--- config.mk ---
export PLATFORM = sky130hd
export DESIGN_NAME = wormhole_sw_arbiter
export DESIGN_NICKNAME = d
export VERILOG_FILES = /design/src/rtl/noc_pkg.sv /design/src/rtl/rr_arb7.sv /design/src/rtl/wormhole_sw_arbiter.sv
export SDC_FILE = /design/constraint.sdc
export NUM_CORES = 1
export LEC_CHECK = 0
export BUFFER_PORTS_ARGS = -buffer_cell sky130_fd_sc_hd__buf_2
export CAP_MARGIN = 25
export CORE_MARGIN = 5
export CORE_UTILIZATION = 25
export CTS_BUF_LIST = sky130_fd_sc_hd__clkbuf_8
export DETAILED_ROUTE_END_ITERATION = 7
export PLACE_DENSITY = 0.51
export SLEW_MARGIN = 40
export SYNTH_ARGS = -nofsm -noshare
export SYNTH_HDL_FRONTEND = slang
export SYNTH_HIERARCHICAL = 1
export SYNTH_SLANG_ARGS = --single-unit
--- constraint.sdc ---
create_clock -name clk -period 12.4 [get_ports clk]
set_input_delay 0 -clock clk [delete_from_list [all_inputs] [get_ports clk]]
set_output_delay 0 -clock clk [all_outputs]
set_load 0.05 [all_outputs]
--- src/rtl/noc_pkg.sv ---
// Shared constants and types for the 7-port wormhole router.
// Port indices, flit-type codes and the per-output allocator state.
package noc_pkg;

    localparam int NPORT = 7;
    localparam int PW    = 3;
    localparam int FW    = 40;

    localparam logic [PW-1:0] P_E    = 3'd0;
    localparam logic [PW-1:0] P_W    = 3'd1;
    localparam logic [PW-1:0] P_N    = 3'd2;
    localparam logic [PW-1:0] P_S    = 3'd3;
    localparam logic [PW-1:0] P_PE   = 3'd4;
    localparam logic [PW-1:0] P_UP   = 3'd5;
    localparam logic [PW-1:0] P_DOWN = 3'd6;

    localparam logic [1:0] FT_HEAD   = 2'b11;
    localparam logic [1:0] FT_BODY   = 2'b10;
    localparam logic [1:0] FT_TAIL   = 2'b01;
    localparam logic [1:0] FT_SINGLE = 2'b00;

    localparam logic [PW-1:0] DST_NONE = 3'd7;

    typedef enum logic {
        S_IDLE   = 1'b0,
        S_LOCKED = 1'b1
    } state_e;

    // Successor of a port index, wrapping 6 -> 0.
    function automatic logic [PW-1:0] nxt_port(input logic [PW-1:0] p);
        return (p == P_DOWN) ? P_E : p + 3'd1;
    endfunction

endpackage

--- src/rtl/rr_arb7.sv ---
// Combinational 7-way round-robin picker.
// Searches ptr, ptr+1, ... mod 7 and reports the first requester.
module rr_arb7
    import noc_pkg::*;
(
    input  logic [NPORT-1:0] req_i,
    input  logic [PW-1:0]    ptr_i,
    output logic             vld_o,
    output logic [PW-1:0]    idx_o
);

    int j;

    // Walk from the far end back so the closest-to-pointer hit wins.
    always_comb begin
        vld_o = 1'b0;
        idx_o = '0;
        j     = 0;
        for (int k = NPORT - 1; k >= 0; k--) begin
            j = int'(ptr_i) + k;
            if (j >= NPORT) j = j - NPORT;
            if (req_i[j]) begin
                vld_o = 1'b1;
                idx_o = PW'(j);
            end
        end
    end

endmodule

--- src/rtl/wormhole_sw_arbiter.sv ---
// Switch allocator for the 7-port wormhole router.
// One round-robin arbiter per output; outputs stay locked until the tail.
module wormhole_sw_arbiter
    import noc_pkg::*;
(
    input  logic                clk,
    input  logic                rst,
    input  logic [NPORT-1:0]    req_vld,
    input  logic [NPORT*PW-1:0] req_dst,
    input  logic [NPORT*2-1:0]  flit_type,
    input  logic [NPORT-1:0]    out_ready,
    output logic [NPORT-1:0]    rd_en,
    output logic [NPORT-1:0]    out_vld,
    output logic [NPORT*PW-1:0] out_sel,
    output logic [NPORT-1:0]    out_busy,
    output logic                err
);

    state_e        state_q [NPORT];
    state_e        state_d [NPORT];
    logic [PW-1:0] owner_q [NPORT];
    logic [PW-1:0] owner_d [NPORT];
    logic [PW-1:0] ptr_q   [NPORT];
    logic [PW-1:0] ptr_d   [NPORT];
    logic [NPORT-1:0] started_q, started_d;
    logic [NPORT-1:0] stray_q, stray_d;
    logic err_q, err_d;

    logic [1:0]       ft   [NPORT];
    logic [PW-1:0]    dst  [NPORT];
    logic [NPORT-1:0] cand [NPORT];
    logic [PW-1:0]    gnt_idx [NPORT];
    logic [NPORT-1:0] gnt_vld;
    logic [NPORT-1:0] owned;
    logic [NPORT-1:0] xfer;
    logic [1:0]       ft_own;

    always_comb begin
        for (int i = 0; i < NPORT; i++) begin
            ft[i]  = flit_type[2*i +: 2];
            dst[i] = req_dst[PW*i +: PW];
        end
    end

    always_comb begin
        owned = '0;
        xfer  = '0;
        for (int o = 0; o < NPORT; o++) begin
            if (state_q[o] == S_LOCKED) begin
                owned[owner_q[o]] = 1'b1;
                xfer[o] = req_vld[owner_q[o]] & out_ready[o];
            end
        end
    end

    // Only packet starts at inputs not already streaming are eligible.
    always_comb begin
        for (int o = 0; o < NPORT; o++) begin
            for (int i = 0; i < NPORT; i++) begin
                cand[o][i] = req_vld[i]
                           & (ft[i] == FT_HEAD || ft[i] == FT_SINGLE)
                           & (dst[i] == PW'(o))
                           & (i != o)
                           & ~owned[i];
            end
        end
    end

    for (genvar g = 0; g < NPORT; g++) begin : g_arb
        rr_arb7 u_arb (
            .req_i (cand[g]),
            .ptr_i (ptr_q[g]),
            .vld_o (gnt_vld[g]),
            .idx_o (gnt_idx[g])
        );
    end

    always_ff @(posedge clk) begin
        if (rst) begin
            for (int o = 0; o < NPORT; o++) begin
                state_q[o] <= S_IDLE;
                owner_q[o] <= '0;
                ptr_q[o]   <= '0;
            end
            started_q <= '0;
            stray_q   <= '0;
            err_q     <= 1'b0;
        end else begin
            for (int o = 0; o < NPORT; o++) begin
                state_q[o] <= state_d[o];
                owner_q[o] <= owner_d[o];
                ptr_q[o]   <= ptr_d[o];
            end
            started_q <= started_d;
            stray_q   <= stray_d;
            err_q     <= err_d;
        end
    end

    always_comb begin
        err_d     = err_q;
        started_d = started_q;
        stray_d   = '0;
        ft_own    = FT_SINGLE;
        for (int o = 0; o < NPORT; o++) begin
            state_d[o] = state_q[o];
            owner_d[o] = owner_q[o];
            ptr_d[o]   = ptr_q[o];
            ft_own     = ft[owner_q[o]];
            unique case (state_q[o])
                S_IDLE: begin
                    if (gnt_vld[o]) begin
                        state_d[o]   = S_LOCKED;
                        owner_d[o]   = gnt_idx[o];
                        ptr_d[o]     = nxt_port(gnt_idx[o]);
                        started_d[o] = 1'b0;
                    end
                end
                S_LOCKED: begin
                    if (xfer[o]) begin
                        started_d[o] = 1'b1;
                        if (ft_own == FT_HEAD && started_q[o]) err_d = 1'b1;
                        if (ft_own == FT_TAIL || ft_own == FT_SINGLE)
                            state_d[o] = S_IDLE;
                    end
                end
            endcase
        end
        for (int i = 0; i < NPORT; i++) begin
            stray_d[i] = req_vld[i] & ~owned[i]
                       & (ft[i] == FT_BODY || ft[i] == FT_TAIL);
            if (stray_d[i] && stray_q[i]) err_d = 1'b1;
            if (req_vld[i] && ft[i] == FT_HEAD
                && (dst[i] == PW'(i) || dst[i] == DST_NONE))
                err_d = 1'b1;
        end
    end

    always_comb begin
        rd_en    = '0;
        out_vld  = '0;
        out_sel  = '0;
        out_busy = '0;
        if (!rst) begin
            for (int o = 0; o < NPORT; o++) begin
                if (state_q[o] == S_LOCKED) begin
                    rd_en[owner_q[o]]    = rd_en[owner_q[o]] | xfer[o];
                    out_vld[o]           = xfer[o];
                    out_sel[PW*o +: PW]  = owner_q[o];
                    out_busy[o]          = 1'b1;
                end
            end
        end
    end

    assign err = err_q;

endmodule

* Word level (Yosys, flattened, before mapping)
Memory sizes are Yosys's and may differ from the RTL's.
Cells that the tools add are included.
** Word-level totals
- Bits in registers :: 15
- Bits in writable memories :: 49
- ROM bits :: 8
- Bits of input ports :: 51
- Output and inout bits :: 43
- Logic and storage cells :: 1151
- Memories :: 4
** Memory list
- owner_q :: words 7, bits a word 3, read ports 7, clocked after memory_dff 0, wr ports 7, RTL line wormhole_sw_arbiter.sv:21 : logic [PW-1:0] owner_q [NPORT];
- ptr_q :: words 7, bits a word 3, read ports 7, clocked after memory_dff 0, wr ports 7, RTL line wormhole_sw_arbiter.sv:23 : logic [PW-1:0] ptr_q [NPORT];
- (name not given) :: words 8, bits a word 1, read ports 1, clocked after memory_dff 0, wr ports 0, RTL line wormhole_sw_arbiter.sv:147 : rd_en[owner_q[o]] = rd_en[owner_q[o]] | xfer[o];
- state_q :: words 7, bits a word 1, read ports 7, clocked after memory_dff 0, wr ports 7, RTL line wormhole_sw_arbiter.sv:19 : state_e state_q [NPORT];
** Cells by class
- Add/subtract/negate cells :: 98
- Order comparisons :: 119
- Equal/unequal tests :: 105
- Muxes and demuxes :: 557
- Bitwise logic cells :: 168
- Reduce and logical (&&, ||, !) cells :: 91
** Operators with widths (number)
- < comparator 32 x 5 -> 1 bit, second input constant :: 49
- 2-to-1 mux 32 bit :: 49
- >= comparator 32 x 4 -> 1 bit, second input constant :: 42
- subtractor 32 x 4 -> 32 bit, second input constant :: 42
- 2-to-1 mux 3 bit :: 105
- 2-to-1 mux 1 bit :: 269
- binary-select mux 1 bit (select 3 bit) :: 62
- 2-to-1 mux 7 bit :: 23
- AND 1 bit :: 112
- == test 3 bit, second input constant :: 35
- adder 3 x 3 -> 4 bit, second input constant :: 21
- adder 3 x 2 -> 4 bit, second input constant :: 14
- binary-select mux 2 bit (select 3 bit) :: 7
- bitwise mux 7 bit :: 6
- == test 2 bit, second input constant :: 21
- == test 3 x 2 -> 1 bit, second input constant :: 14
- OR 7 bit :: 6
- logical AND 1 bit :: 35
- adder 3 x 1 -> 4 bit, second input constant :: 7
- == test 2 x 1 -> 1 bit, second input constant :: 14
- >= comparator 4 bit, second input constant :: 7
- logical NOT 2 bit :: 14
- logical OR 1 bit :: 28
- < comparator 3 x 4 -> 1 bit, second input constant :: 7
- 17 further kinds :: 149

* Longest topological paths before layout
Gate-level depths: netlist of the first run.
An unclocked memory read counts as a cell.
- Depth in word-level cells :: 45
- Depth in mapped cells :: 21
- Mapped depth without buffers :: 19

* Cells and area by module
The synthesis of the first run kept the hierarchy.
** By module, submodules not included
- rr_arb7 (g_arb[0].u_arb ...) :: instances 6, cells an instance 191, area each 1436.4 um^2
- wormhole_sw_arbiter :: instances 1, cells an instance 888, area each 6432.4 um^2
- rr_arb7 (g_arb[5].u_arb) :: instances 1, cells an instance 165, area each 1267.5 um^2

* Worst setup path before layout of the first run
Ideal clock, no wire load.
- Path kind :: flip-flop to flip-flop
- Start point :: memory owner_q[4][1], in the netlist owner_q[1][1]
- End point :: memory ptr_q[5][2], in the netlist ptr_q[2][5]
- Arrival time :: 4305 ps
- Path slack :: 8017 ps
- Cell stages (with the launch flop) :: 19
- Path buffers :: 2
- Path through :: dfxtp_1 > clkbuf_1 > clkbuf_1 > nor2_1 > inv_1 > nor2_1 > nor3_1 > nor4bb_1 > nand3b_1 > nor3b_1 > mux2i_1 > mux4_2 > nor2_1 > a311oi_1 > a2111oi_1 > nand2_1 > mux2i_1 > nor2_1 > nor3_1
** RTL lines (RTL line)
- start: declaration :: wormhole_sw_arbiter.sv:21
- end: declaration :: wormhole_sw_arbiter.sv:23

==> reports/metrics.cfg, run 1 <==
[yosys]
netlist_instances = 2199
syn_area_per_cell_um2 = 7.42
yosys_warnings = 6
synth_edf_count = 0
synth_xor_area_frac = 0.0340
ys_seq_area_frac = 0.0785
ys_seq_elements = 64
synth_ff_type = dfxtp_1
synth_simple_gate_area_share = 0.306
synth_adder_area_share = 0.0816
netlist_area_mm2 = 0.0163
synth.distinct_cells = 101
yosys-mux-area-fraction = 0.161
synth_compound_area_frac = 0.278
synth_top_family_by_area = simple AND/OR/NAND/NOR gates
async_reset_ff_frac = 0

[timing]
max_freq_mhz = 178
hold_viol_final = 0
setup_tns_ps = 0
relSlewSlack = 0.434
slew_viol_final = 0
fin_crit_sh = 0.454
rsz0062_at_grt = no
min_period_ps = 5630
worst_slew_pin_slew_ps = 848
setup-violations-final = 0
clock_skew_ps = 13.9

[critical_path]
critical_path_arrival_ps = 5630
crit_type = reg2out
crit_path_end_kind = output port
crit_path_top_delay_cell = dfxtp_1
worstPathRequired_ps = 12400
cp-start-kind = register
crit_path_cell_trace = nor2_1, a221oi_2, nand2_1, o221ai_1, o21ai_1, o221ai_1, o21a_1, o41a_1, nor2b_1, o41a_1, nand4b_2, a32oi_1, buf_2
r2r_cells = 19
timing.rr.start = owner_q[0][10]$_SDFFE_PP0P_
cp_max_fo = 26
cp_slowest_stage_delay_ps = 880
ff2ff_setup_slack_ps = 6920
reg2reg_to = ptr_q[1][1]$_SDFFE_PP0P_

[grt]
grt_pass1_vias = 16601
grt.overflow.total = 0
grt_pass1_wl_mm = 98.4
grt_max_degree = 50
antenna_found_initial = 14
groute.usage.overall = 0.172

[power_and_ir_drop]
powerDensity_mw_per_mm2 = 229
switching_power_mw = 2.38
power.switching_fraction = 0.584
clock_power_share = 0.046
p_comb_frac = 0.837
intPower_mw = 1.69
power_leakage_nw = 6.65
seq_power_share = 0.118
max-vdd-ir-drop_v = 0.0000856

[cts]
cts_tree = yes
postCtsSetupRepairBufs = 0
cts_buffers = 9
path_clk_slew_ps = 80
ctsRootBufferMaster = clkbuf_8
cts_hold_buf = 0
ctsResizeCount = 0
clk_latency_ps = 380
cts.sinks = 64
clk_path_buf_depth = 2
htree_num_levels = 3

[placed_design]
placed_area_mm2 = 0.0175
dp_hpwl_mm = 49.2
io_buffers = 93
gp_congestion = 0.996

[die]
start_util = 0.253
pin_count = 94
coreArea_mm2 = 0.0646
die_h_um = 265
die_x_um = 265
row_count = 93
die_area_mm2 = 0.0705

[routing]
vias_per_cell = 5.76
drc_errors = 0
vias = 17735
ant_nets = 0
avgRoutedWirePerCell_um = 20.9
routed_wl_mm = 64.3
drt_first_pass_iters = 6
first_iter_violations = 1724

[run_status]
status = finished clean

[hold_path]
hold_end = state_q[3]$_SDFF_PP0_
min_from = out_ready[3]
hold_depth = 3
min_path_type = in2reg

[final_layout]
final_cell_area_mm2 = 0.0177
layout-drive-gt1-share = 0.136
final_cell_mix = 224 x nand2_1, 206 x nor2_1, 133 x mux2i_1, 120 x a21oi_1, 92 x buf_2
n_fill_cell = 7069
num-nets-final = 2362
layout_commonest_cell = nand2_1
syn2layout_area_growth_pct = 8.63

[job]
cap_violations = 0

## through the flow
step | hold slack [ps] | instances | util | setup WS (ps) | total power [mW]
after detailed placement | 450 | 3057 | 0.271 | 7070 | 3.81
after global routing | 70.9 | 3078 | 0.274 | 6410 | 4.43
after floorplan | 186 | 2226 | - | 8020 | 3.11
final | 58.0 | 3080 | 0.274 | 6770 | 4.07
after global placement | 448 | 3057 | 0.270 | 6870 | 3.76
after CTS | 52.0 | 3072 | 0.274 | 6790 | 4.01
## kinds of logic (layout without fill, tap and decap cells)
kind of cell / Yosys count / in the layout
simple gates: 932 / 932
compound gates: 627 / 627
other cells: 1 / 36
flops: 64 / 64
fa+ha+maj: 98 / 98
buf+inv: 221 / 212
mux: 203 / 203
xor+xnor: 53 / 53
## registers in the layout, summed over array words and instances, names as in the netlist
signal and count:
started_q 7, owner_q 21, err 1, state_q 7, stray_q 7, ptr_q 21
## worst max-delay path, delay by kind of cell, from the launching register on
family	cells	cell delay, ps
AOI/OAI and AO/OA	8	3060
and+or+nand+nor	4	970
DFF	1	880
buffers and inverters	1	340
## worst max-delay path by stage
stage	startpoint	endpoint	cells past startpoint
6_report	owner_q[0][4]$_SDFFE_PP0P_	rd_en[3]	13
5_1_grt	owner_q[1][1]$_SDFFE_PP0P_	ptr_q[0][1]$_SDFFE_PP0P_	16
4_1_cts	owner_q[0][5]$_SDFFE_PP0P_	rd_en[3]	13
3_5_place_dp	owner_q[0][10]$_SDFFE_PP0P_	ptr_q[1][1]$_SDFFE_PP0P_	19
3_3_place_gp	owner_q[0][8]$_SDFFE_PP0P_	ptr_q[2][5]$_SDFFE_PP0P_	17
2_1_floorplan	owner_q[1][1]$_SDFFE_PP0P_	ptr_q[2][5]$_SDFFE_PP0P_	18
## cell usage after synthesis, drive strengths merged, types with 48 or more instances
library cell / instances / area, um2
o21ai: 100 / 500
a31oi: 48 / 300
inv: 84 / 315
nand2: 230 / 878
buf: 61 / 378
ha: 84 / 1050
clkbuf: 76 / 285
nor2: 208 / 783
nand3: 70 / 350
dfxtp: 64 / 1280
nand2b: 63 / 394
mux2i: 133 / 1330
a21oi: 126 / 653
nor2b: 86 / 546
## final cells by class
cell class / instances / area, um2 / share of cell area
inverters: 84 / 315 / 0.0178
diodes: 8 / 20.0 / 0.00113
well taps: 855 / 1070 / 0.0603
repair buffers: 113 / 618 / 0.0349
clock inverters: 5 / 48.8 / 0.00275
flip-flops and latches: 64 / 1280 / 0.0724
multi-input cells: 1941 / 14200 / 0.803
clock buffers: 10 / 138 / 0.00776
## power groups by stage
stage                     Sequential [mW]  Combinational [mW]  Clock [mW]
after detailed placement            0.477                3.34           0
after CTS                           0.472                3.35       0.188
after global placement              0.469                3.29           0
after global routing                0.497                3.74       0.197
final                               0.478                3.40       0.186
after floorplan                     0.340                2.77           0
## layer usage
layer,up-vias,global-route usage,wire (um)
met4,0,0.0508,2050
li1,8256,-,-
met5,-,0,0
met3,140,0.0306,4250
met1,8610,0.235,28800
met2,729,0.280,29200
Note: power is estimated with default switching activity, not from simulation.
==> inputs of run 2 (changes only) <==
- PLACE_DENSITY: 0.51 -> 0.53
- clock period: 12.4 -> 5.1 ns (I/O delays scaled with it)
==> run 2 against run 1 <==
Via count increased by 0.15%. Total power increased to 2.5 times the previous value. Utilization increased by 0.98 points. Largest cell class unchanged. Non-clock buffer count increased by 78. Final cell count increased by 2.4%. Final area increased by 3.6%. Clock skew increased by 9.6 ps. Sequential cell count unchanged. Die area unchanged. Sequential power increased by 91%. Critical path depth increased by 3. Register-to-register slack got worse by 6600 ps.
==> reports/metrics.cfg, run 2 (synthesized netlist as in run 1, its figures left out) <==
[cts]
ctsRootBufferMaster = clkbuf_8
clk_latency_ps = 390  ; about the same
cts.sinks = 64  ; unchanged
path_clk_slew_ps = 90  ; about the same
cts_buffers = 9  ; unchanged
htree_num_levels = 3  ; unchanged
cts_tree = yes
clk_path_buf_depth = 2  ; unchanged

[power_and_ir_drop]
power.switching_fraction = 0.568  ; -0.0162
intPower_mw = 4.44  ; +160%
seq_power_share = 0.089  ; -0.029
p_comb_frac = 0.854  ; +0.017
switching_power_mw = 5.83  ; +150%
max-vdd-ir-drop_v = 0.000256  ; +200%
power_leakage_nw = 7.08  ; +6.3%
clock_power_share = 0.057  ; +0.011
powerDensity_mw_per_mm2 = 559  ; +140%
total_power_mw = 10.3  ; +150%

[timing]
relSlewSlack = 0.464  ; +0.0298
setup-violations-final = 0  ; unchanged
slew_viol_final = 0  ; unchanged
hold_viol_final = 0  ; unchanged
min_period_ps = 4880
worst_slack_ps = 222  ; -6550 ps
clock_skew_ps = 23.5  ; +9.61 ps
max_freq_mhz = 205
setup_tns_ps = 0  ; unchanged
fin_crit_sh = 0.956
worst_slew_pin_slew_ps = 798  ; -49.6 ps
rsz0062_at_grt = no

[grt]
grt_max_degree = 54  ; +8.0%
antenna_found_initial = 20  ; +6
grt.overflow.total = 0  ; unchanged
grt_pass1_vias = 16445  ; -0.94%
groute.usage.overall = 0.170  ; -0.00255
grt_pass1_wl_mm = 97.0  ; -1.4%

[critical_path]
cp_slowest_stage_delay_ps = 510  ; -370 ps
timing.rr.start = owner_q[0][2]$_SDFFE_PP0P_
ff2ff_setup_slack_ps = 300  ; -6620 ps
reg2reg_to = ptr_q[0][2]$_SDFFE_PP0P_
crit_path_cell_trace = buf_4, mux4_2, or2_1, a32oi_2, a22oi_4, buf_4, o31ai_4, o221ai_1, buf_4, o21a_1, o41a_1, nor2b_1, o41a_1, nand4b_4, o22ai_1, buf_2
crit_path_end_kind = output port
crit_family = compound AO/OA/AOI/OAI gates
cp-start-kind = register
cp_max_fo = 11  ; -58%
critical_path_arrival_ps = 4880  ; -750 ps
crit_path_top_delay_cell = mux4_2
cp_common_cell = buf_4
path_buf_inv = 4  ; +3
worstPathRequired_ps = 5100  ; -7300 ps
crit_type = reg2out
r2r_cells = 18  ; -1

[final_layout]
final_cell_mix = 224 x nand2_1, 207 x nor2_1, 133 x mux2i_1, 119 x a21oi_1, 99 x buf_4
layout_commonest_cell = nand2_1
layout-drive-gt1-share = 0.166  ; +0.0306
reg.largest.list = owner_q: 21 flops, ptr_q: 21 flops
num-nets-final = 2440  ; +3.3%
syn2layout_area_growth_pct = 12.5

[routing]
routed_wl_mm = 63.4  ; -1.5%
first_iter_violations = 1724  ; unchanged
drt_first_pass_iters = 7  ; +1
ant_nets = 0  ; unchanged
avgRoutedWirePerCell_um = 20.1  ; -3.8%
vias = 17761  ; +0.15%
vias_per_cell = 5.63  ; -2.2%
drc_errors = 0  ; unchanged

[job]
cap_violations = 0  ; unchanged

[die]
row_count = 93  ; unchanged
die_x_um = 265  ; unchanged
die_area_mm2 = 0.0705  ; unchanged
start_util = 0.253  ; unchanged
coreArea_mm2 = 0.0646  ; unchanged
die_h_um = 265  ; unchanged
pin_count = 94  ; unchanged

[placed_design]
place_ws_ps = 322  ; -6750 ps
dp_hpwl_mm = 48.2  ; -2.0%
io_buffers = 93  ; unchanged
gp_congestion = 0.956  ; -4.1%

[hold_path]
min_from = rst
hold_depth = 2  ; -1
min_path_type = in2reg
hold_end = ptr_q[1][3]$_SDFFE_PP0P_

[run_status]
status = finished clean

-- run 2: cell types whose count changed in the layout (fill, tap and decap cells not counted), moves of 2 or more --
cell and change:
dfxtp_1 -2, nor3b_1 +7, diode_2 -4, buf_4 +78
clkinv_2 -2, nor3b_2 -7, buf_2 -2, o21ai_1 -2
bufinv_16 +2, clkbuf_4 +2, clkinv_4 +2, dfxtp_2 +2
o21ai_2 +2
-- run 2: worst max-delay path by stage --
stage	start	end	depth (start not counted)
floorplan	owner_q[1][1]$_SDFFE_PP0P_	ptr_q[2][5]$_SDFFE_PP0P_	18
global placement	owner_q[0][4]$_SDFFE_PP0P_	rd_en[2]	14
detailed placement	owner_q[0][4]$_SDFFE_PP0P_	rd_en[2]	14
CTS	owner_q[0][4]$_SDFFE_PP0P_	rd_en[2]	14
global route	owner_q[0][7]$_SDFFE_PP0P_	rd_en[6]	16
finish	owner_q[0][7]$_SDFFE_PP0P_	rd_en[6]	16
-- run 2: layout make-up --
type	instances	area [um2]
multi-input combinational	1941	14200
sequential	64	1290
inverter	84	315
clock inverter	7	120
antenna	4	10.0
fill	7087	46200
clock buffer	9	124
tap	855	1070
timing repair buffer	191	1210
-- run 2: what timing repair did --
action,4_1_cts,5_1_grt
pin swaps,1,1
hold buffers,0,0
endpoints found under the setup margin,4,13
gates resized for setup,2,16
setup buffers,2,0
-- run 2: routing by layer --
layer / up-vias / global-route usage / share of wire
met5: - / 0 / 0.0019
met4: 20 / 0.0495 / 0.034
met3: 146 / 0.0378 / 0.073
met2: 638 / 0.268 / 0.44
met1: 8532 / 0.233 / 0.45
li1: 8425 / - / -
-- run 2: worst register-to-register path: stages (launching register included) --
cell	delay, ps
dfxtp_1	670
buf_4	260
nand4b_1	170
nand2_1	80
nor4_1	410
nor2b_1	300
nor2b_1	200
nor3b_1	400
buf_4	270
a21boi_0	180
o21ai_0	110
a22oi_1	310
a221oi_2	100
or3b_2	480
a21oi_1	160
a211oi_1	80
buf_4	170
nand2b_1	130
a311oi_1	250
-- run 2: power groups by stage --
stage	clock network (mW)	logic [mW]	registers (mW)
finish	0.582	8.78	0.913
global route	0.611	9.62	0.934
CTS	0.591	8.62	0.902
detailed placement	0	8.58	0.913
global placement	0	8.63	0.914
floorplan	0	6.73	0.826
-- run 2: per-stage QoR --
step	util	hold slack, ps	cells	instance area (um2)
floorplan	-	186	2226	16400
detailed placement	0.279	416	3133	18000
global placement	0.279	416	3133	18000
finish	0.284	21.5	3155	18400
CTS	0.283	0.988	3151	18300
global route	0.284	19.6	3151	18400
